<file path="src/rtl/return_address_stack_pkg.sv">
// Shared constants for the return address stack and the PC-source encodings
// used by pcModule.
package return_address_stack_pkg;

    localparam int RAS_DEPTH  = 8;
    localparam int RAS_ADDR_W = 16;

    // PC source select; pcRET means "take the return address this cycle".
    typedef enum logic [1:0] {
        pcDefault = 2'd0,
        pcRET     = 2'd1,
        pcImm     = 2'd2,
        pcSgnImm  = 2'd3
    } pc_src_e;

endpackage

</file>
<file path="src/rtl/return_address_stack_if.sv">
// Bus between the control/PC logic (master) and the return address stack (slave).
interface return_address_stack_if
    import return_address_stack_pkg::*;
#(
    parameter int DEPTH = RAS_DEPTH,
    parameter int WIDTH = RAS_ADDR_W
);
    localparam int CNT_W = $clog2(DEPTH) + 1;

    logic             sig_call;
    pc_src_e          sig_pc_src;
    logic [WIDTH-1:0] PC;
    logic [WIDTH-1:0] ReturnAddress;
    logic [CNT_W-1:0] count;
    logic             empty;
    logic             full;
    logic             overflow;
    logic             underflow;

    modport master (
        output sig_call, sig_pc_src, PC,
        input  ReturnAddress, count, empty, full, overflow, underflow
    );

    modport slave (
        input  sig_call, sig_pc_src, PC,
        output ReturnAddress, count, empty, full, overflow, underflow
    );

endinterface

</file>
<file path="src/rtl/return_address_stack_ras_storage.sv">
// DEPTH x WIDTH register array with one synchronous write port and one
// asynchronous read port. Contents are deliberately not reset.
module ras_storage #(
    parameter int DEPTH = 8,
    parameter int WIDTH = 16
) (
    input  logic                     clock,
    input  logic                     i_we,
    input  logic [$clog2(DEPTH)-1:0] i_waddr,
    input  logic [WIDTH-1:0]         i_wdata,
    input  logic [$clog2(DEPTH)-1:0] i_raddr,
    output logic [WIDTH-1:0]         o_rdata
);

    logic [WIDTH-1:0] r_mem [DEPTH];

    // Single write port, committed on the rising edge.
    always_ff @(posedge clock) begin
        if (i_we) begin
            r_mem[i_waddr] <= i_wdata;
        end
    end

    assign o_rdata = r_mem[i_raddr];

endmodule

</file>
<file path="src/rtl/return_address_stack.sv">
// Return address stack: circular buffer of return addresses with a top
// pointer, entry count and sticky overflow/underflow flags.
// Optional feature macro: RAS_OVERFLOW_WRAP_EN -- when defined, a push into a
// full stack overwrites the oldest entry instead of being dropped.
module return_address_stack
    import return_address_stack_pkg::*;
#(
    parameter int DEPTH = RAS_DEPTH,
    parameter int WIDTH = RAS_ADDR_W
) (
    input  logic                   clock,
    input  logic                   reset,
    return_address_stack_if.slave  bus
);

    localparam int PTR_W = $clog2(DEPTH);
    localparam int CNT_W = PTR_W + 1;
    localparam logic [CNT_W-1:0] FULL_CNT = CNT_W'(DEPTH);

    logic [PTR_W-1:0] r_top;
    logic [CNT_W-1:0] r_count;
    logic             r_overflow;
    logic             r_underflow;

    logic             sig_call;
    logic             sig_ret;
    logic             w_empty;
    logic             w_full;
    logic             w_we;
    logic             w_we_gated;
    logic [PTR_W-1:0] w_waddr;
    logic [WIDTH-1:0] w_wdata;
    logic [WIDTH-1:0] w_rdata;
    logic [PTR_W-1:0] w_top_next;
    logic [CNT_W-1:0] w_count_next;
    logic             w_set_ovf;
    logic             w_set_unf;

    assign sig_call = bus.sig_call;
    assign sig_ret  = (bus.sig_pc_src == pcRET);
    assign w_empty  = (r_count == '0);
    assign w_full   = (r_count == FULL_CNT);
    // PC+1 wraps naturally at 2^WIDTH.
    assign w_wdata  = bus.PC + 1'b1;

    // Decide the write, pointer/count update and error flags for this cycle.
    always_comb begin
        w_we         = 1'b0;
        w_waddr      = r_top + 1'b1;
        w_top_next   = r_top;
        w_count_next = r_count;
        w_set_ovf    = 1'b0;
        w_set_unf    = 1'b0;
        if (sig_call && sig_ret && !w_empty) begin
            w_we    = 1'b1;
            w_waddr = r_top;
        end else if (sig_call) begin
            if (!w_full) begin
                w_we         = 1'b1;
                w_top_next   = r_top + 1'b1;
                w_count_next = r_count + 1'b1;
            end else begin
`ifdef RAS_OVERFLOW_WRAP_EN
                w_we       = 1'b1;
                w_top_next = r_top + 1'b1;
`else
                w_set_ovf  = 1'b1;
`endif
            end
        end else if (sig_ret) begin
            if (!w_empty) begin
                w_top_next   = r_top - 1'b1;
                w_count_next = r_count - 1'b1;
            end else begin
                w_set_unf = 1'b1;
            end
        end
    end

    // A write must never land while reset is held, so in-flight pushes are dropped.
    assign w_we_gated = w_we & reset;

    // Pointer, count and sticky flags, all cleared asynchronously by reset.
    always_ff @(posedge clock or negedge reset) begin
        if (!reset) begin
            r_top       <= '0;
            r_count     <= '0;
            r_overflow  <= 1'b0;
            r_underflow <= 1'b0;
        end else begin
            r_top       <= w_top_next;
            r_count     <= w_count_next;
            r_overflow  <= r_overflow  | w_set_ovf;
            r_underflow <= r_underflow | w_set_unf;
        end
    end

    ras_storage #(
        .DEPTH (DEPTH),
        .WIDTH (WIDTH)
    ) u_storage (
        .clock   (clock),
        .i_we    (w_we_gated),
        .i_waddr (w_waddr),
        .i_wdata (w_wdata),
        .i_raddr (r_top),
        .o_rdata (w_rdata)
    );

    // Top of stack is read combinationally so pcModule can use it in the RET cycle.
    assign bus.ReturnAddress = w_empty ? '0 : w_rdata;
    assign bus.count         = r_count;
    assign bus.empty         = w_empty;
    assign bus.full          = w_full;
    assign bus.overflow      = r_overflow;
    assign bus.underflow     = r_underflow;

endmodule

</file>
<file path="src/flat_wrapper.sv">
// flat-port wrapper written by rule: the top's interface ports become plain ports
module return_address_stack_flat import return_address_stack_pkg::*;
#(
    parameter int DEPTH = RAS_DEPTH,
    parameter int WIDTH = RAS_ADDR_W
)
  (clock, reset, bus_sig_call, bus_sig_pc_src, bus_PC, bus_ReturnAddress, bus_count, bus_empty, bus_full, bus_overflow, bus_underflow);
  return_address_stack_if #(.DEPTH(DEPTH), .WIDTH(WIDTH)) bus_i ();
  input  logic clock;
  input  logic reset;
  input wire logic [$bits(bus_i.sig_call)-1:0] bus_sig_call;
  input wire logic [$bits(bus_i.sig_pc_src)-1:0] bus_sig_pc_src;
  input wire logic [$bits(bus_i.PC)-1:0] bus_PC;
  output wire logic [$bits(bus_i.ReturnAddress)-1:0] bus_ReturnAddress;
  output wire logic [$bits(bus_i.count)-1:0] bus_count;
  output wire logic [$bits(bus_i.empty)-1:0] bus_empty;
  output wire logic [$bits(bus_i.full)-1:0] bus_full;
  output wire logic [$bits(bus_i.overflow)-1:0] bus_overflow;
  output wire logic [$bits(bus_i.underflow)-1:0] bus_underflow;
  assign bus_i.sig_call = bus_sig_call;
  assign bus_i.sig_pc_src = bus_sig_pc_src;
  assign bus_i.PC = bus_PC;
  assign bus_ReturnAddress = bus_i.ReturnAddress;
  assign bus_count = bus_i.count;
  assign bus_empty = bus_i.empty;
  assign bus_full = bus_i.full;
  assign bus_overflow = bus_i.overflow;
  assign bus_underflow = bus_i.underflow;
  return_address_stack #(.DEPTH(DEPTH), .WIDTH(WIDTH)) u_core (.clock(clock), .reset(reset), .bus(bus_i));
endmodule
</file>
<file path="config.mk">
export PLATFORM = sky130hd
export DESIGN_NAME = return_address_stack_flat
export DESIGN_NICKNAME = d
export VERILOG_FILES = /design/src/rtl/return_address_stack_pkg.sv /design/src/rtl/return_address_stack_if.sv /design/src/rtl/return_address_stack_ras_storage.sv /design/src/rtl/return_address_stack.sv /design/src/flat_wrapper.sv
export SDC_FILE = /design/constraint.sdc
export NUM_CORES = 1
export LEC_CHECK = 0
export ABC_AREA = 1
export CORE_MARGIN = 5
export CORE_UTILIZATION = 54
export CTS_BUF_LIST = sky130_fd_sc_hd__clkbuf_4 sky130_fd_sc_hd__clkbuf_8 sky130_fd_sc_hd__clkbuf_16
export CTS_CLUSTER_SIZE = 40
export DETAILED_ROUTE_END_ITERATION = 8
export PLACE_DENSITY = 0.74
export SETUP_SLACK_MARGIN = 0.02
export SYNTH_ARGS = -nofsm -noshare
export SYNTH_HDL_FRONTEND = slang
export SYNTH_SLANG_ARGS = --single-unit
</file>
<file path="constraint.sdc">
create_clock -name clock -period 2.9 [get_ports clock]
set_input_delay 0.58 -clock clock [delete_from_list [all_inputs] [get_ports clock]]
set_output_delay 0.58 -clock clock [all_outputs]
set_load 0.02 [all_outputs]
</file>
# Word-level counts from Yosys, hierarchy flattened
# Memories as Yosys holds them, arrays and structs flattened.
# Cells that the tools add are included.
# W data, S select, Z words.
[word_totals]
regBits = 9
ram_bits = 128
inputBits = 21
out_inout_bits = 24
elab_cells = 46
memories = 1
[classes]
add_sub_neg = 5
eq_ne = 4
mux = 22
bitwise = 4
n_reduce_logical = 6
[memory_table]
columns = ["memory", "depth", "width", "rd", "rd_clocked_by_memory_dff", "wr", "line", "text"]
rows = [
  ["u_core.u_storage.r_mem", 8, 16, 1, 0, 1, "return_address_stack_ras_storage.sv:15", "logic [WIDTH-1:0] r_mem [DEPTH];"],
]
[op_table]
columns = ["operator", "count"]
rows = [
  ["$add A16 B1 Y16 const B", 1],
  ["$mux W16", 1],
  ["$mux W4", 4],
  ["$mux W3", 5],
  ["$mux W1", 12],
  ["$add A4 B1 Y4 const B", 1],
  ["$eq A4 B4 Y1 const B", 1],
  ["$logic_not A4 Y1", 1],
  ["$ne A2 B2 Y1 const B", 2],
  ["$reduce_and A4 Y1", 1],
  ["$sub A4 B1 Y4 const B", 1],
  ["$add A3 B1 Y3 const B", 1],
  ["$sub A3 B1 Y3 const B", 1],
  ["$eq A2 B1 Y1 const B", 1],
  ["$logic_and A1 B1 Y1", 2],
  ["$or A1 B1 Y1", 2],
  ["$reduce_bool A2 Y1", 1],
  ["$and A1 B1 Y1", 1],
  ["$logic_not A1 Y1", 1],
  ["$not A1 Y1", 1],
]

# Logic depth before layout (Yosys ltp)
# Gate-level depths: netlist of the first run.
[depth]
depth_word = 7
depth_mapped = 10
ltp_nobuf = 9

# Cells and area by module
# From an unflattened synthesis of the first run, not the netlist that was laid out.
[hier_totals]
hier_cells = 750
hier_area_um2 = 6840.3
[modules_own_cells]
columns = ["module", "instances", "cells_per_inst", "area_each_um2", "seq_area_each_um2"]
rows = [
  ["ras_storage", 1, 571, 5669.2, 3843.7],
  ["return_address_stack", 1, 179, 1171.1, 225.2],
]

# Worst setup path after synthesis of the first run
# OpenSTA, ideal clock, no wires.
[synth_path]
path_type = "register to register"
from = "reg u_core.r_top[1]"
to = "mem u_core.u_storage.r_mem[0][0], enable pin"
setup_time_ns = 0.388
t_arrival_ns = 2.135
required_ns = 2.512
slack_ns = 0.376
stages_incl_launch_ff = 11
n_path_buf = 3
synth_period_minus_slack_ns = 2.524
path_cell_list = "dfrtp_1 > buf_2 > inv_2 > buf_4 > buf_2 > ha_1 > inv_1 > nand2_1 > nand2_1 > nand2_1 > nor2_1"
[synth_between]
elab_chain_len = 2
[synth_lines]
columns = ["item", "line", "text"]
rows = [
  ["start, declared", "return_address_stack.sv:20", "logic [PTR_W-1:0] r_top;"],
  ["start signal, assigned", "return_address_stack.sv:91", "r_top <= w_top_next;"],
  ["$add A3 B1 Y3", "return_address_stack.sv:49", "w_waddr = r_top + 1'b1;"],
  ["$mux W3 *", "return_address_stack.sv:54", "if (sig_call && sig_ret && !w_empty) begin"],
  ["end, declared", "return_address_stack_ras_storage.sv:15", ""],
]
# Mark *: on every way between the ends. The rest lies on a longest branch, timed or not.

# Worst setup path after layout of the first run
[layout_path]
from = "reg u_core.r_top[0]"
to = "out bus_ReturnAddress[2]"
[layout_between]
elab_chain_len = 2
[layout_lines]
columns = ["item", "line", "text"]
rows = [
  ["$mem_v2 Z8 W16", "n/a", ""],
  ["$mux W16", "return_address_stack.sv:111", "assign bus.ReturnAddress = w_empty ? '0 : w_rdata;"],
  ["end, declared", "flat_wrapper.sv:14", "output wire logic [$bits(bus_i.ReturnAddress)-1:0] bus_ReturnAddress;"],
]
# Every way passes these cells.

==> impl_metrics.py, run 1 <==
metrics = {
    "outcome": {
        "run_status": "completed",
    },
    "route": {
        "wl_per_cell_um": 17.4,
        "met2_length_um": 6760,
        "post-route-drc-count": 0,
        "vias_per_cell": 5.49,
        "met1_length_um": 5610,
        "wl_met3_um": 904,
        "ant_nets": 0,
        "drt-total-wl_um": 13600,
        "top_layer": "met4",
        "initialDrtViolationCount": 503,
        "drtPass1Iterations": 5,
        "routed-via-count": 4285,
    },
    "final_layout": {
        "multi_input_area_mm2": 0.00180,
        "final-seq-area_mm2": 0.00407,
        "syn2layout_area_growth_pct": 22.7,
        "final_cell_area_mm2": 0.00747,
        "fillers": 776,
        "layout-drive-gt1-share_pct": 11.9,
        "layout.nets": 655,
        "diodes": 0,
        "final_util_pct": 68.3,
    },
    "clock_tree": {
        "post_cts.repair.setup_buffers": 0,
        "root_buffer": "clkbuf_16",
        "cts_max_level": 4,
        "cts.sinks": 137,
        "clk_pin_slew_ns": 0.06,
        "worstSkewPairLatency_ns": 0.41,
        "cts_tree": "yes",
        "cts_buffer_depth": 2,
        "cts_inserted_buffers": 17,
    },
    "place": {
        "dpl_cell_area_mm2": 0.00678,
        "io_buffers": 44,
        "place_hpwl_um": 8840,
        "place.gp.congestion": 0.880,
    },
    "setup_path": {
        "reg2reg_to": "u_core.u_storage.r_mem[7][15]",
        "crit_path_start_kind": "flip-flop",
        "reg2reg_depth": 9,
        "worstSetupPathType": "reg2out",
        "crit_fanout": 24,
        "required_ns": 2.32,
        "reg2reg_from": "u_core.bus.count[1]",
        "cp_data_arrival_time_ns": 2.17,
        "crit_start": "u_core.r_top[0]",
        "end_kind": "output pin",
        "reg2reg_slack_ns": 0.74,
    },
    "logic_synthesis": {
        "synth.yosys.seq_area_share_pct": 66.9,
        "synth_warnings": 0,
        "ys_types": 31,
        "synth_nets": 591,
        "netlist_area_mm2": 0.00608,
        "syn_avg_cell_area_um2": 10.8,
        "netlist_instances": 564,
        "synth.ff_latch_count": 137,
    },
    "sta": {
        "max-slew-margin-rel_pct": 50.2,
        "rsz0062_at_grt": "no",
        "layout_min_cycle_time_ns": 2.75,
        "tns_ns": 0,
        "whs_ns": 0.481,
        "tightest_slew_ns": 0.745,
        "max_freq_ghz": 0.363,
        "hold_viol": 0,
        "setup_viol": 0,
        "fin_skew_ns": 0.00511,
        "period_share_pct": 95.0,
        "final_max_slew_viol_count": 0,
    },
    "hold_path": {
        "hp-start": "u_core.bus.overflow",
        "hp-class": "reg2reg",
        "min_to": "u_core.bus.overflow",
        "hold_depth": 1,
    },
    "die": {
        "fp.dieArea_mm2": 0.0135,
        "rows": 38,
        "chipHeight_um": 116,
        "ioPinCount": 45,
        "start_util_pct": 55.6,
        "die_w_um": 116,
        "fp.coreArea_mm2": 0.0109,
    },
    "power_and_ir_drop": {
        "comb_power_share_pct": 40.0,
        "p_sw_mw": 2.97,
        "power.leakage_nw": 3.00,
        "power_switching_share_pct": 36.9,
        "clkPwrFrac_pct": 28.0,
        "finalPower_mw": 8.03,
        "p_int_mw": 5.07,
        "seq_power_share_pct": 32.0,
        "peakVddDrop_mv": 0.847,
        "power_density_mw_per_mm2": 1080,
    },
    "global_routing": {
        "grt_pass1_vias": 4352,
        "grt_overflow": 0,
        "grt_start_max_net_pins": 45,
        "grt_usage_pct": 21.9,
        "antenna_found_initial": 0,
        "grt_pass1_wl_um": 21900,
    },
    "run": {
        "cap_violations": 0,
    },
}
-- synthesized netlist by cell type --
| cell | count | area share (%) |
|---|---|---|
| a21oi_1 | 18 | 1.5 |
| a31o_2 | 2 | 0.29 |
| a31oi_1 | 1 | 0.10 |
| buf_1 | 1 | 0.062 |
| buf_2 | 13 | 1.1 |
| buf_4 | 6 | 0.74 |
| buf_6 | 2 | 0.37 |
| clkbuf_1 | 4 | 0.25 |
| clkbuf_2 | 1 | 0.082 |
| dfrtp_1 | 9 | 3.7 |
| edfxtp_1 | 128 | 63 |
| fa_1 | 1 | 0.33 |
| ha_1 | 5 | 1.0 |
| inv_1 | 14 | 0.86 |
| inv_2 | 4 | 0.25 |
| nand2_1 | 116 | 7.2 |
| nand2_2 | 2 | 0.21 |
| nand2_4 | 1 | 0.19 |
| nand3_1 | 27 | 2.2 |
| nand3_2 | 2 | 0.33 |
| nand3b_1 | 1 | 0.12 |
| nand4_1 | 1 | 0.10 |
| nor2_1 | 112 | 6.9 |
| nor2_2 | 1 | 0.10 |
| nor2_8 | 1 | 0.33 |
| nor3_1 | 4 | 0.33 |
| o21ai_0 | 49 | 4.0 |
| o21ai_1 | 20 | 1.6 |
| or2_2 | 1 | 0.10 |
| xnor2_1 | 8 | 1.2 |
| xor2_1 | 9 | 1.3 |
-- cell usage in the layout, fill, tap and decap left out --
cell type	netlist	layout
a21oi_1	18	18
a31o_2	2	2
a31oi_1	1	1
buf_12	0	3
buf_4	6	24
buf_6	2	1
bufinv_16	0	4
clkbuf_16	0	17
clkdlybuf4s50_1	0	29
clkinv_2	0	3
clkinv_4	0	3
clkinvlp_4	0	4
dfrtp_1	9	8
dfrtp_2	0	1
dlygate4sd2_1	0	1
dlymetal6s2s_1	0	14
edfxtp_1	128	128
fa_1	1	1
ha_1	5	5
inv_1	14	14
inv_2	4	3
inv_4	0	1
inv_6	0	1
nand2_1	116	116
nand2_2	2	1
nand2_4	1	2
nand3_1	27	27
nand3_2	2	2
nand3b_1	1	1
nand4_1	1	1
nor2_1	112	111
nor2_2	1	2
nor2_8	1	1
nor3_1	4	4
o21ai_0	49	49
o21ai_1	20	20
or2_2	1	1
xnor2_1	8	8
xor2_1	9	9
-- routing by layer --
layer	vias to the layer above	track usage [%]
met2	162	35.6
met3	30	5.44
met5	-	0
met1	2032	28.8
li1	2061	-
met4	0	8.12
-- per-stage QoR --
step | setup WS, ns | cells
after CTS | 0.0223 | 781
after detailed placement | 0.161 | 749
after floorplan | 0.376 | 564
after global routing | 0.0357 | 781
after global placement | 0.356 | 749
final | 0.146 | 781
-- worst max path at each step --
| stage | end | slack [ns] | cells past startpoint |
|---|---|---|---|
| 4_1_cts | bus_ReturnAddress[14] | 0.02 | 7 |
| 2_1_floorplan | u_core.u_storage.r_mem[0][0] | 0.38 | 10 |
| 3_3_place_gp | u_core.u_storage.r_mem[7][9] | 0.36 | 8 |
| 3_5_place_dp | u_core.u_storage.r_mem[2][12] | 0.16 | 7 |
| 5_1_grt | bus_ReturnAddress[2] | 0.04 | 8 |
| 6_report | bus_ReturnAddress[2] | 0.15 | 6 |
-- final cells by class --
type / count / area share (%)
Multi-Input combinational cell: 382 / 24.1
Sequential cell: 137 / 54.5
Clock buffer: 17 / 5.70
Inverter: 18 / 0.938
Timing Repair Buffer: 72 / 9.72
Clock inverter: 15 / 2.68
Tap cell: 140 / 2.35
-- logic make-up (layout without fill, tap and decap cells) --
group | Yosys count | in the layout | share of synthesized area (%)
AOI/OAI and AO/OA | 90 | 90 | 7.55
xor gates and xnor gates | 17 | 17 | 2.45
adders and majority gates | 6 | 6 | 1.36
buffers and inverters | 45 | 122 | 3.68
DFF | 137 | 137 | 66.9
and+or+nand+nor | 269 | 269 | 18.1
-- power by group through the flow --
stage / Clock [mW] / Combinational (mW) / Sequential, mW
final: 2.25 / 3.22 / 2.57
after global routing: 2.36 / 3.54 / 2.59
after CTS: 2.27 / 3.24 / 2.56
after detailed placement: 0 / 3.20 / 2.59
after global placement: 0 / 3.13 / 2.58
after floorplan: 0 / 2.00 / 2.62
-- sequential cells by signal (all words and copies together) (netlist names) --
signal and count:
u_core.u_storage.r_mem 128, u_core.bus.count 4, u_core.r_top 3, u_core.bus.overflow 1, u_core.bus.underflow 1
-- what timing repair did --
item,in CTS,in global routing
setup endpoints to repair,10,15
hold buffers,0,0
gates resized for setup,4,18
gates cloned,0,0
endpoints found under the hold margin,0,0
-- critical path, cell delays in order, from the launching register on --
cell,delay (ns)
dfrtp_2,0.41
buf_4,0.29
o21ai_0,0.14
o21ai_1,0.14
a21oi_1,0.07
nor2_1,0.10
clkdlybuf4s50_1,0.62
Note: power is estimated with default switching activity, not from simulation.
==> inputs of run 2 (changes only) <==
--- a/config.mk
+++ b/config.mk
@@ -6,13 +6,13 @@
 export NUM_CORES = 1
 export LEC_CHECK = 0
 export ABC_AREA = 1
-export CORE_MARGIN = 5
 export CORE_UTILIZATION = 54
 export CTS_BUF_LIST = sky130_fd_sc_hd__clkbuf_4 sky130_fd_sc_hd__clkbuf_8 sky130_fd_sc_hd__clkbuf_16
 export CTS_CLUSTER_SIZE = 40
 export DETAILED_ROUTE_END_ITERATION = 8
 export PLACE_DENSITY = 0.74
 export SETUP_SLACK_MARGIN = 0.02
+export SKIP_LAST_GASP = 1
 export SYNTH_ARGS = -nofsm -noshare
 export SYNTH_HDL_FRONTEND = slang
 export SYNTH_SLANG_ARGS = --single-unit
==> run 2 against run 1 <==
Compared with the run above:
- sequential share of layout area rose by 0.064 points
- via count grew 1.9%
- largest cell class unchanged
- total power is 0.55% lower
- global-route usage is 3.4 points higher
- worst hold slack worse by 0.0091 ns
- critical path depth rose by 1
- cell count up 0.38%
- clock power is 2% higher
- register-to-register slack lost 0.07 ns
- clock skew about the same
==> impl_metrics.py, run 2 (synthesized netlist as in run 1, its figures left out) <==
metrics = {
    "final_layout": {
        "fin_cells": 784,
        "syn2layout_area_growth_pct": 22.6,
        "final_cell_mix": "128 x edfxtp_1, 116 x nand2_1, 111 x nor2_1, 49 x o21ai_0, 28 x clkdlybuf4s50_1",
        "final-seq-area_mm2": 0.00407,
        "largest_register": "u_core.u_storage.r_mem",
        "diodes": 0,
        "final_cell_area_mm2": 0.00746,
        "fillers": 796,
        "layout-drive-gt1-share_pct": 12.9,
        "final_util_pct": 68.5,
        "largest_reg_flops": 128,
        "final_common_cell": "edfxtp_1",
        "layout.nets": 658,
        "multi_input_area_mm2": 0.00180,
    },
    "power_and_ir_drop": {
        "p_int_mw": 5.03,
        "clkPwrFrac_pct": 28.8,
        "comb_power_share_pct": 39.2,
        "power_density_mw_per_mm2": 1070,
        "seq_power_share_pct": 32.0,
        "power.leakage_nw": 2.91,
        "peakVddDrop_mv": 0.615,
        "power_switching_share_pct": 37.1,
        "p_sw_mw": 2.96,
    },
    "hold_path": {
        "hold_depth": 1,
        "min_to": "u_core.bus.overflow",
        "hp-start": "u_core.bus.overflow",
        "hp-class": "reg2reg",
    },
    "sta": {
        "layout_min_cycle_time_ns": 2.77,
        "rsz0062_at_grt": "yes",
        "fin_skew_ns": 0.00482,
        "tightest_slew_ns": 0.502,
        "max-slew-margin-rel_pct": 66.5,
        "setup_viol": 0,
        "fin_ws_ns": 0.125,
        "max_freq_ghz": 0.360,
        "final_max_slew_viol_count": 0,
        "tns_ns": 0,
        "period_share_pct": 95.7,
        "hold_viol": 0,
    },
    "setup_path": {
        "reg2reg_depth": 9,
        "crit_path_start_kind": "flip-flop",
        "cp_data_arrival_time_ns": 2.19,
        "required_ns": 2.32,
        "crit_fanout": 30,
        "reg2reg_from": "u_core.r_top[0]",
        "reg2reg_to": "u_core.u_storage.r_mem[0][10]",
        "end_kind": "output pin",
        "reg2reg_slack_ns": 0.67,
        "worstSetupPathType": "reg2out",
    },
    "place": {
        "place.gp.congestion": 0.839,
        "place_hpwl_um": 8610,
        "io_buffers": 44,
        "dp.cells": 751,
        "dp_slack_ns": 0.266,
        "dpl_cell_area_mm2": 0.00680,
    },
    "clock_tree": {
        "cts_tree": "yes",
        "post_cts.repair.setup_buffers": 0,
        "cts_buffer_depth": 2,
        "cts_max_level": 4,
        "root_buffer": "clkbuf_8",
        "cts_inserted_buffers": 17,
        "worstSkewPairLatency_ns": 0.52,
        "clk_pin_slew_ns": 0.06,
        "cts.sinks": 137,
    },
    "die": {
        "start_util_pct": 55.9,
        "die_w_um": 108,
        "rows": 38,
        "ioPinCount": 45,
        "chipHeight_um": 108,
        "fp.dieArea_mm2": 0.0117,
        "fp.coreArea_mm2": 0.0109,
    },
    "global_routing": {
        "grt_overflow": 0,
        "grt_pass1_wl_um": 21600,
        "antenna_found_initial": 0,
        "grt_usage_pct": 25.3,
        "grt_pass1_vias": 4314,
        "grt_start_max_net_pins": 69,
    },
    "route": {
        "drtPass1Iterations": 5,
        "post-route-drc-count": 0,
        "drt-total-wl_um": 13500,
        "ant_nets": 0,
        "routed-via-count": 4365,
        "initialDrtViolationCount": 466,
        "wl_per_cell_um": 17.2,
        "vias_per_cell": 5.57,
    },
    "outcome": {
        "run_status": "completed",
    },
    "run": {
        "cap_violations": 0,
    },
}
## run 2: cell types whose count changed in the layout (fill, tap and decap cells not counted), moves of 2 or more
cell / change
clkdlybuf4s15_1: +3
clkinv_4: -2
inv_6: +2
dlygate4sd2_1: +9
dlymetal6s2s_1: -14
buf_4: +3
clkinv_2: -2
clkbuf_2: +3
## run 2: final cells by class
cell class | instances | area share (%)
Sequential cell | 137 | 54.6
Multi-Input combinational cell | 382 | 24.1
Timing Repair Buffer | 75 | 9.38
Clock buffer | 18 | 5.65
Clock inverter | 14 | 2.95
Tap cell | 140 | 2.35
Inverter | 18 | 0.956
## run 2: worst max-delay path, stage by stage, from the launching register on
cell	delay, ns
dfrtp_2	0.43
inv_2	0.17
bufbuf_16	0.36
nor2_1	0.06
o21ai_1	0.14
a21oi_1	0.07
nor2_1	0.12
dlygate4sd2_1	0.33
## run 2: timing repair
item	CTS	global route
hold buffers	0	0
gates resized for setup	17	12
pin swaps	0	1
setup endpoints to repair	17	10
gates cloned	1	0
## run 2: through the flow
step	power, mW	hold slack [ns]
2_1_floorplan	4.62	0.284
3_3_place_gp	5.68	0.455
3_5_place_dp	5.74	0.463
4_1_cts	7.99	0.476
5_1_grt	8.47	0.495
6_report	7.99	0.472
## run 2: power groups by stage
stage	combinational (mW)	sequential (mW)	clock, mW
3_3_place_gp	3.11	2.58	0
4_1_cts	3.10	2.55	2.34
3_5_place_dp	3.16	2.58	0
6_report	3.13	2.55	2.30
2_1_floorplan	2.00	2.62	0
5_1_grt	3.46	2.58	2.43
## run 2: how the worst max path moves through the flow
stage,from,endpoint,slack [ns],cells past startpoint
after floorplan,u_core.r_top[1],u_core.u_storage.r_mem[0][0],0.38,10
after global placement,bus_sig_call,u_core.u_storage.r_mem[1][13],0.35,8
after detailed placement,bus_sig_call,u_core.u_storage.r_mem[7][11],0.27,8
after CTS,u_core.bus.count[0],bus_empty,0.06,4
after global routing,u_core.r_top[0],bus_ReturnAddress[1],-0.02,7
final,u_core.r_top[0],bus_ReturnAddress[1],0.13,7
## run 2: layer usage
| metal | up-vias | global-route usage (%) | wire length, um |
|---|---|---|---|
| li1 | 2067 | - | - |
| met2 | 203 | 41.5 | 6690 |
| met4 | 0 | 9.39 | 190 |
| met5 | - | 0 | 0 |
| met3 | 21 | 5.79 | 1080 |
| met1 | 2074 | 33.0 | 5500 |
==> inputs of run 3 (changes only) <==
==> constraint.sdc (replaced) <==
create_clock -name clock -period 3.36 [get_ports clock]
set_input_delay 0.672 -clock clock [delete_from_list [all_inputs] [get_ports clock]]
set_output_delay 0.672 -clock clock [all_outputs]
set_load 0.05 [all_outputs]
==> run 3 against run 2 <==
Compared with the run above:
- sequential cell count unchanged
- cell area rose by 1.8%
- cell count down 0.64%
- utilization up 1.3 points
- clock skew increased by 0.0011 ns
- setup slack better by 0.11 ns
- combinational power up 21%
- total power up 2.6%
- routed wire length up 3.9%
- first-iteration DRC count down 16%
- largest power group unchanged
==> impl_metrics.py, run 3 (synthesized netlist as in run 1, its figures left out) <==
metrics = {
    "outcome": {
        "run_status": "completed",
    },
    "sta": {
        "final_max_slew_viol_count": 0,
        "period_share_pct": 92.9,
        "tns_ns": 0,
        "setup_viol": 0,
        "max-slew-margin-rel_pct": 47.3,
        "fin_skew_ns": 0.00588,
        "layout_min_cycle_time_ns": 3.12,
        "max_freq_ghz": 0.320,
        "rsz0062_at_grt": "no",
        "tightest_slew_ns": 0.785,
        "fin_ws_ns": 0.238,
        "hold_viol": 0,
    },
    "die": {
        "fp.coreArea_mm2": 0.0109,
        "rows": 38,
        "die_w_um": 108,
        "fp.dieArea_mm2": 0.0117,
        "ioPinCount": 45,
        "chipHeight_um": 108,
        "start_util_pct": 55.9,
    },
    "route": {
        "post-route-drc-count": 0,
        "drt-total-wl_um": 14000,
        "initialDrtViolationCount": 393,
        "wl_per_cell_um": 17.9,
        "drtPass1Iterations": 5,
        "ant_nets": 0,
        "routed-via-count": 4463,
        "vias_per_cell": 5.73,
    },
    "clock_tree": {
        "post_cts.repair.setup_buffers": 0,
        "root_buffer": "clkbuf_8",
        "postCtsHoldBufs": 0,
        "cts_max_level": 4,
        "worstSkewPairLatency_ns": 0.52,
        "cts.sinks": 137,
        "cts_buffer_depth": 2,
        "cts_tree": "yes",
        "clk_pin_slew_ns": 0.06,
        "cts_inserted_buffers": 17,
    },
    "setup_path": {
        "cp_slowest_cell": "dfrtp_2",
        "crit_family": "simple AND/OR/NAND/NOR gates",
        "end_kind": "output pin",
        "required_ns": 2.69,
        "cp_cell_sequence": "inv_2, nor2_1, o21ai_0, nand3_1, nand2_1, nor2_1, buf_12",
        "crit_top_cell": "nor2_1",
        "reg2reg_depth": 8,
        "path_buf_inv": 2,
        "crit_path_start_kind": "flip-flop",
        "crit_fanout": 34,
        "cp.depth": 7,
        "cpPeakStageDelay_ns": 0.60,
        "worstSetupPathType": "reg2out",
        "cp_data_arrival_time_ns": 2.45,
    },
    "global_routing": {
        "antenna_found_initial": 0,
        "grt_overflow": 0,
        "grt_start_max_net_pins": 36,
        "grt_pass1_wl_um": 21800,
        "grt_usage_pct": 25.6,
        "grt_pass1_vias": 4404,
    },
    "power_and_ir_drop": {
        "power.leakage_nw": 2.96,
        "peakVddDrop_mv": 0.862,
        "power_density_mw_per_mm2": 1080,
    },
    "place": {
        "io_buffers": 44,
        "place_hpwl_um": 8410,
        "dp_slack_ns": 0.556,
        "place.gp.congestion": 0.822,
    },
    "final_layout": {
        "syn2layout_area_growth_pct": 24.8,
        "final_common_cell": "edfxtp_1",
        "fillers": 734,
        "largest_reg_flops": 128,
        "layout-drive-gt1-share_pct": 14.1,
        "multi_input_area_mm2": 0.00179,
        "diodes": 0,
        "final-seq-area_mm2": 0.00407,
        "largest_register": "u_core.u_storage.r_mem",
        "layout.nets": 653,
        "final_cell_mix": "128 x edfxtp_1, 116 x nand2_1, 112 x nor2_1, 49 x o21ai_0, 28 x clkdlybuf4s50_1",
    },
    "run": {
        "cap_violations": 0,
    },
    "hold_path": {
        "hp-class": "in2async",
    },
}
==> run 3: layer usage <==
metal  GRT usage [%]  vias up  wire length, um
met5               0        -                0
met4            12.2        0              208
met3            5.55       19             1090
met2            42.6      218             7190
met1            31.9     2169             5500
li1                -     2057                -
==> run 3: final timing paths <==
kind / slack (ns) / to / start
worst min register to register: 0.47 / u_core.bus.underflow / u_core.bus.underflow
max in group asynchronous: 2.72 / u_core.r_top[1] / reset
worst max-delay path: 0.24 / bus_ReturnAddress[12] / u_core.r_top[1]
worst min-delay path: 0.47 / u_core.bus.overflow / reset
min in group clock: 0.47 / u_core.bus.underflow / u_core.bus.underflow
worst max register to register: 0.81 / u_core.u_storage.r_mem[5][11] / u_core.r_top[1]
==> run 3: metrics by stage <==
step | util (%) | hold WS, ns | instance area (um^2) | std cells | power, mW
6_report | 69.7 | 0.465 | 7590 | 779 | 8.19
5_1_grt | 69.7 | 0.471 | 7590 | 779 | 8.56
4_1_cts | 69.7 | 0.446 | 7590 | 779 | 8.21
3_5_place_dp | 63.4 | 0.457 | 6900 | 747 | 6.01
3_3_place_gp | 63.4 | 0.457 | 6900 | 747 | 5.94
2_1_floorplan | - | 0.376 | 6080 | 564 | 4.54
==> run 3: report_power, final <==
group | switching [mW] | total [mW] | internal, mW
logic | 2.39 | 3.79 | 1.40
clock network | 0.671 | 2.15 | 1.48
registers | 0.152 | 2.26 | 2.11
total | 3.21 | 8.19 | 4.98
==> run 3: repair_timing <==
action / in CTS / in global routing
endpoints found under the hold margin: 0 / 0
endpoints found under the setup margin: 4 / 0
gates resized for setup: 1 / 0
==> run 3: final cells by class <==
cell class                      instances  area share [%]
Clock buffer                           20            5.92
Clock inverter                         12            3.20
Inverter                               18           0.890
Multi-Input combinational cell        382            23.6
Sequential cell                       137            53.6
Tap cell                              140            2.31
Timing Repair Buffer                   70            10.5
==> edit (flow settings as in run 2) <==
Reset style: synchronous (`reset`), changed in one clocked block. Comments in the files are not updated.
--- a/src/rtl/return_address_stack.sv
+++ b/src/rtl/return_address_stack.sv
@@ -81,7 +81,7 @@
     assign w_we_gated = w_we & reset;
 
     // Pointer, count and sticky flags, all cleared asynchronously by reset.
-    always_ff @(posedge clock or negedge reset) begin
+    always_ff @(posedge clock) begin
         if (!reset) begin
             r_top       <= '0;
             r_count     <= '0;
Formal check against the unedited RTL: differs if reset is asserted again (counterexample within 4 cycles, from zero or initial values and one cycle with reset low); with reset held inactive, the same outputs for 4 cycles.
==> edit against run 2 <==
Count of clock-buffer cells in the layout up 1; synthesized area down 0.27%; highest routed layer unchanged; clock skew up 2.2 ps; maximum frequency down 0.23%; largest power group is now registers; total power down 23%; non-clock buffer count down 3; critical path depth down 3; routed wire length down 1.1%; worst setup slack worse by 6.4 ps; combinational power down 44%; sequential cell count up 3; die area down 0.27%; cell area down 0.50%.
==> edit: results (changes against run 2) <==
leak pwr=2.89 nW (-0.65%); Total Nets Final=645 (-2.0%); Worst-Margin Slew=630 ps (+128 ps); port bufs=44 (unchanged); GP Congestion=0.770 (-8.2%); sw frac=31.3% (-5.8 points); Metal-1 WL=5460 um (-0.67%); vias in the first global route=4102 (-4.9%); Post-DP HPWL=8040 um (-6.6%); Most flops, register=u_core.u_storage.r_mem; ANT cells=0 (unchanged); top cells by area, synth=edfxtp_1 63%, nor2_1 9.0%, o21ai_0 4.4%; Final Skew=6.99 ps (+2.17 ps); outcome=finished clean; Top FF cell, synth=edfxtp_1; Num CTS Buffers=17 (unchanged); synth cell count leaders=146 x nor2_1, 128 x edfxtp_1, 70 x nand2_1; share of layout cells above drive strength 1=11.3% (-1.6 points); dpl cell area=6820 um2 (+0.33%); max reg flops=128 (unchanged); CP Max Fanout=19 (-37%); first-pass GRT wire length=20800 um (-3.8%); Peak supply drop=0.477 mV (-22%); Async S/R FF share, synth=0% (-6.6 points); 1st-iter DRT viols=360 (-23%); post-DR wirelength/cell=17.3 um (+0.59%); H-Tree Level Count=4 (unchanged); CTS clock-pin slew for the worst setup and hold paths=60 ps (about the same); max layer used=met4; met2 WL=6820 um (+1.9%); placed cells=738 (-1.7%); worst-skew pair later-pin latency=520 ps (about the same); Tot GR Track Use=24.8% (-0.50 points); HP Class=reg -> reg; syn nets=580 (-1.9%); vias=4284 (-1.9%); Synthesis Warnings=0 (unchanged); largest net degree at the start of global routing=49 (-29%); DRT Pass-1 Iters=5 (unchanged); routed wl met3=795 um (-26%); sequential share of the synthesized area=67.3% (+0.43 points); fin. max-slew vios=0 (unchanged); Layout Cells excl Fill=771 (-1.7%); Cell variety after synth=30 (-3.2%); Mean Syn Cell Area=11.0 um2 (+1.7%)
edit: critical path, cell delays in order, from the launching register on:
cell             delay (ps)
dfxtp_1                 370
nor2_2                  250
nand2_4                 260
inv_1                   170
clkdlybuf4s50_1         620
edit: worst paths after layout:
path / from / endpoint / slack, ps / depth (start not counted)
hold reg to reg: u_core.bus.underflow / u_core.bus.underflow / 490 / 2
setup / recovery: u_core.bus.count[0] / bus_empty / 120 / 4
setup reg to reg: u_core.bus.count[0] / u_core.u_storage.r_mem[6][6] / 700 / 7
hold / removal: u_core.bus.underflow / u_core.bus.underflow / 490 / 2
edit: final cells by class:
class,instances,area (um2)
clock inverter,13,125
inverter,22,88.8
sequential,140,4090
multi-input combinational,365,1780
fill,774,3470
tap,140,175
clock buffer,19,429
timing repair buffer,72,733
edit: power by group through the flow:
stage | clock network [W] | registers (W) | logic (W)
after floorplan | 0 | 0.00246 | 0.00107
after CTS | 0.00202 | 0.00242 | 0.00177
after global routing | 0.00211 | 0.00244 | 0.00193
after detailed placement | 0 | 0.00246 | 0.00176
after global placement | 0 | 0.00245 | 0.00172
final | 0.00200 | 0.00243 | 0.00175
edit: stage by stage:
step	setup slack (ps)	hold slack, ps
3_5_place_dp	145	477
2_1_floorplan	503	504
6_report	119	491
3_3_place_gp	228	455
5_1_grt	23.0	518
4_1_cts	-96.0	486
edit: per-layer routing:
metal / vias up / GRT usage (%)
met4: 0 / 9.49
met3: 24 / 5.36
met1: 2053 / 31.8
met5: - / 0
met2: 159 / 41.5
li1: 2048 / -
edit: logic make-up (layout without fill, tap and decap cells):
family / Yosys count / count (layout) / share of synthesized area [%]
AND/OR/NAND/NOR: 241 / 241 / 16.2
AO/OA/AOI/OAI: 101 / 101 / 9.34
adder cells (fa/ha/maj): 6 / 6 / 1.36
buffers and inverters: 48 / 126 / 3.34
XOR/XNOR: 17 / 17 / 2.45
flip-flops: 140 / 140 / 67.3
edit: timing repair:
item | CTS | global route
setup endpoints to repair | 15 | 12
setup buffers | 0 | 1
gates resized for setup | 9 | 12
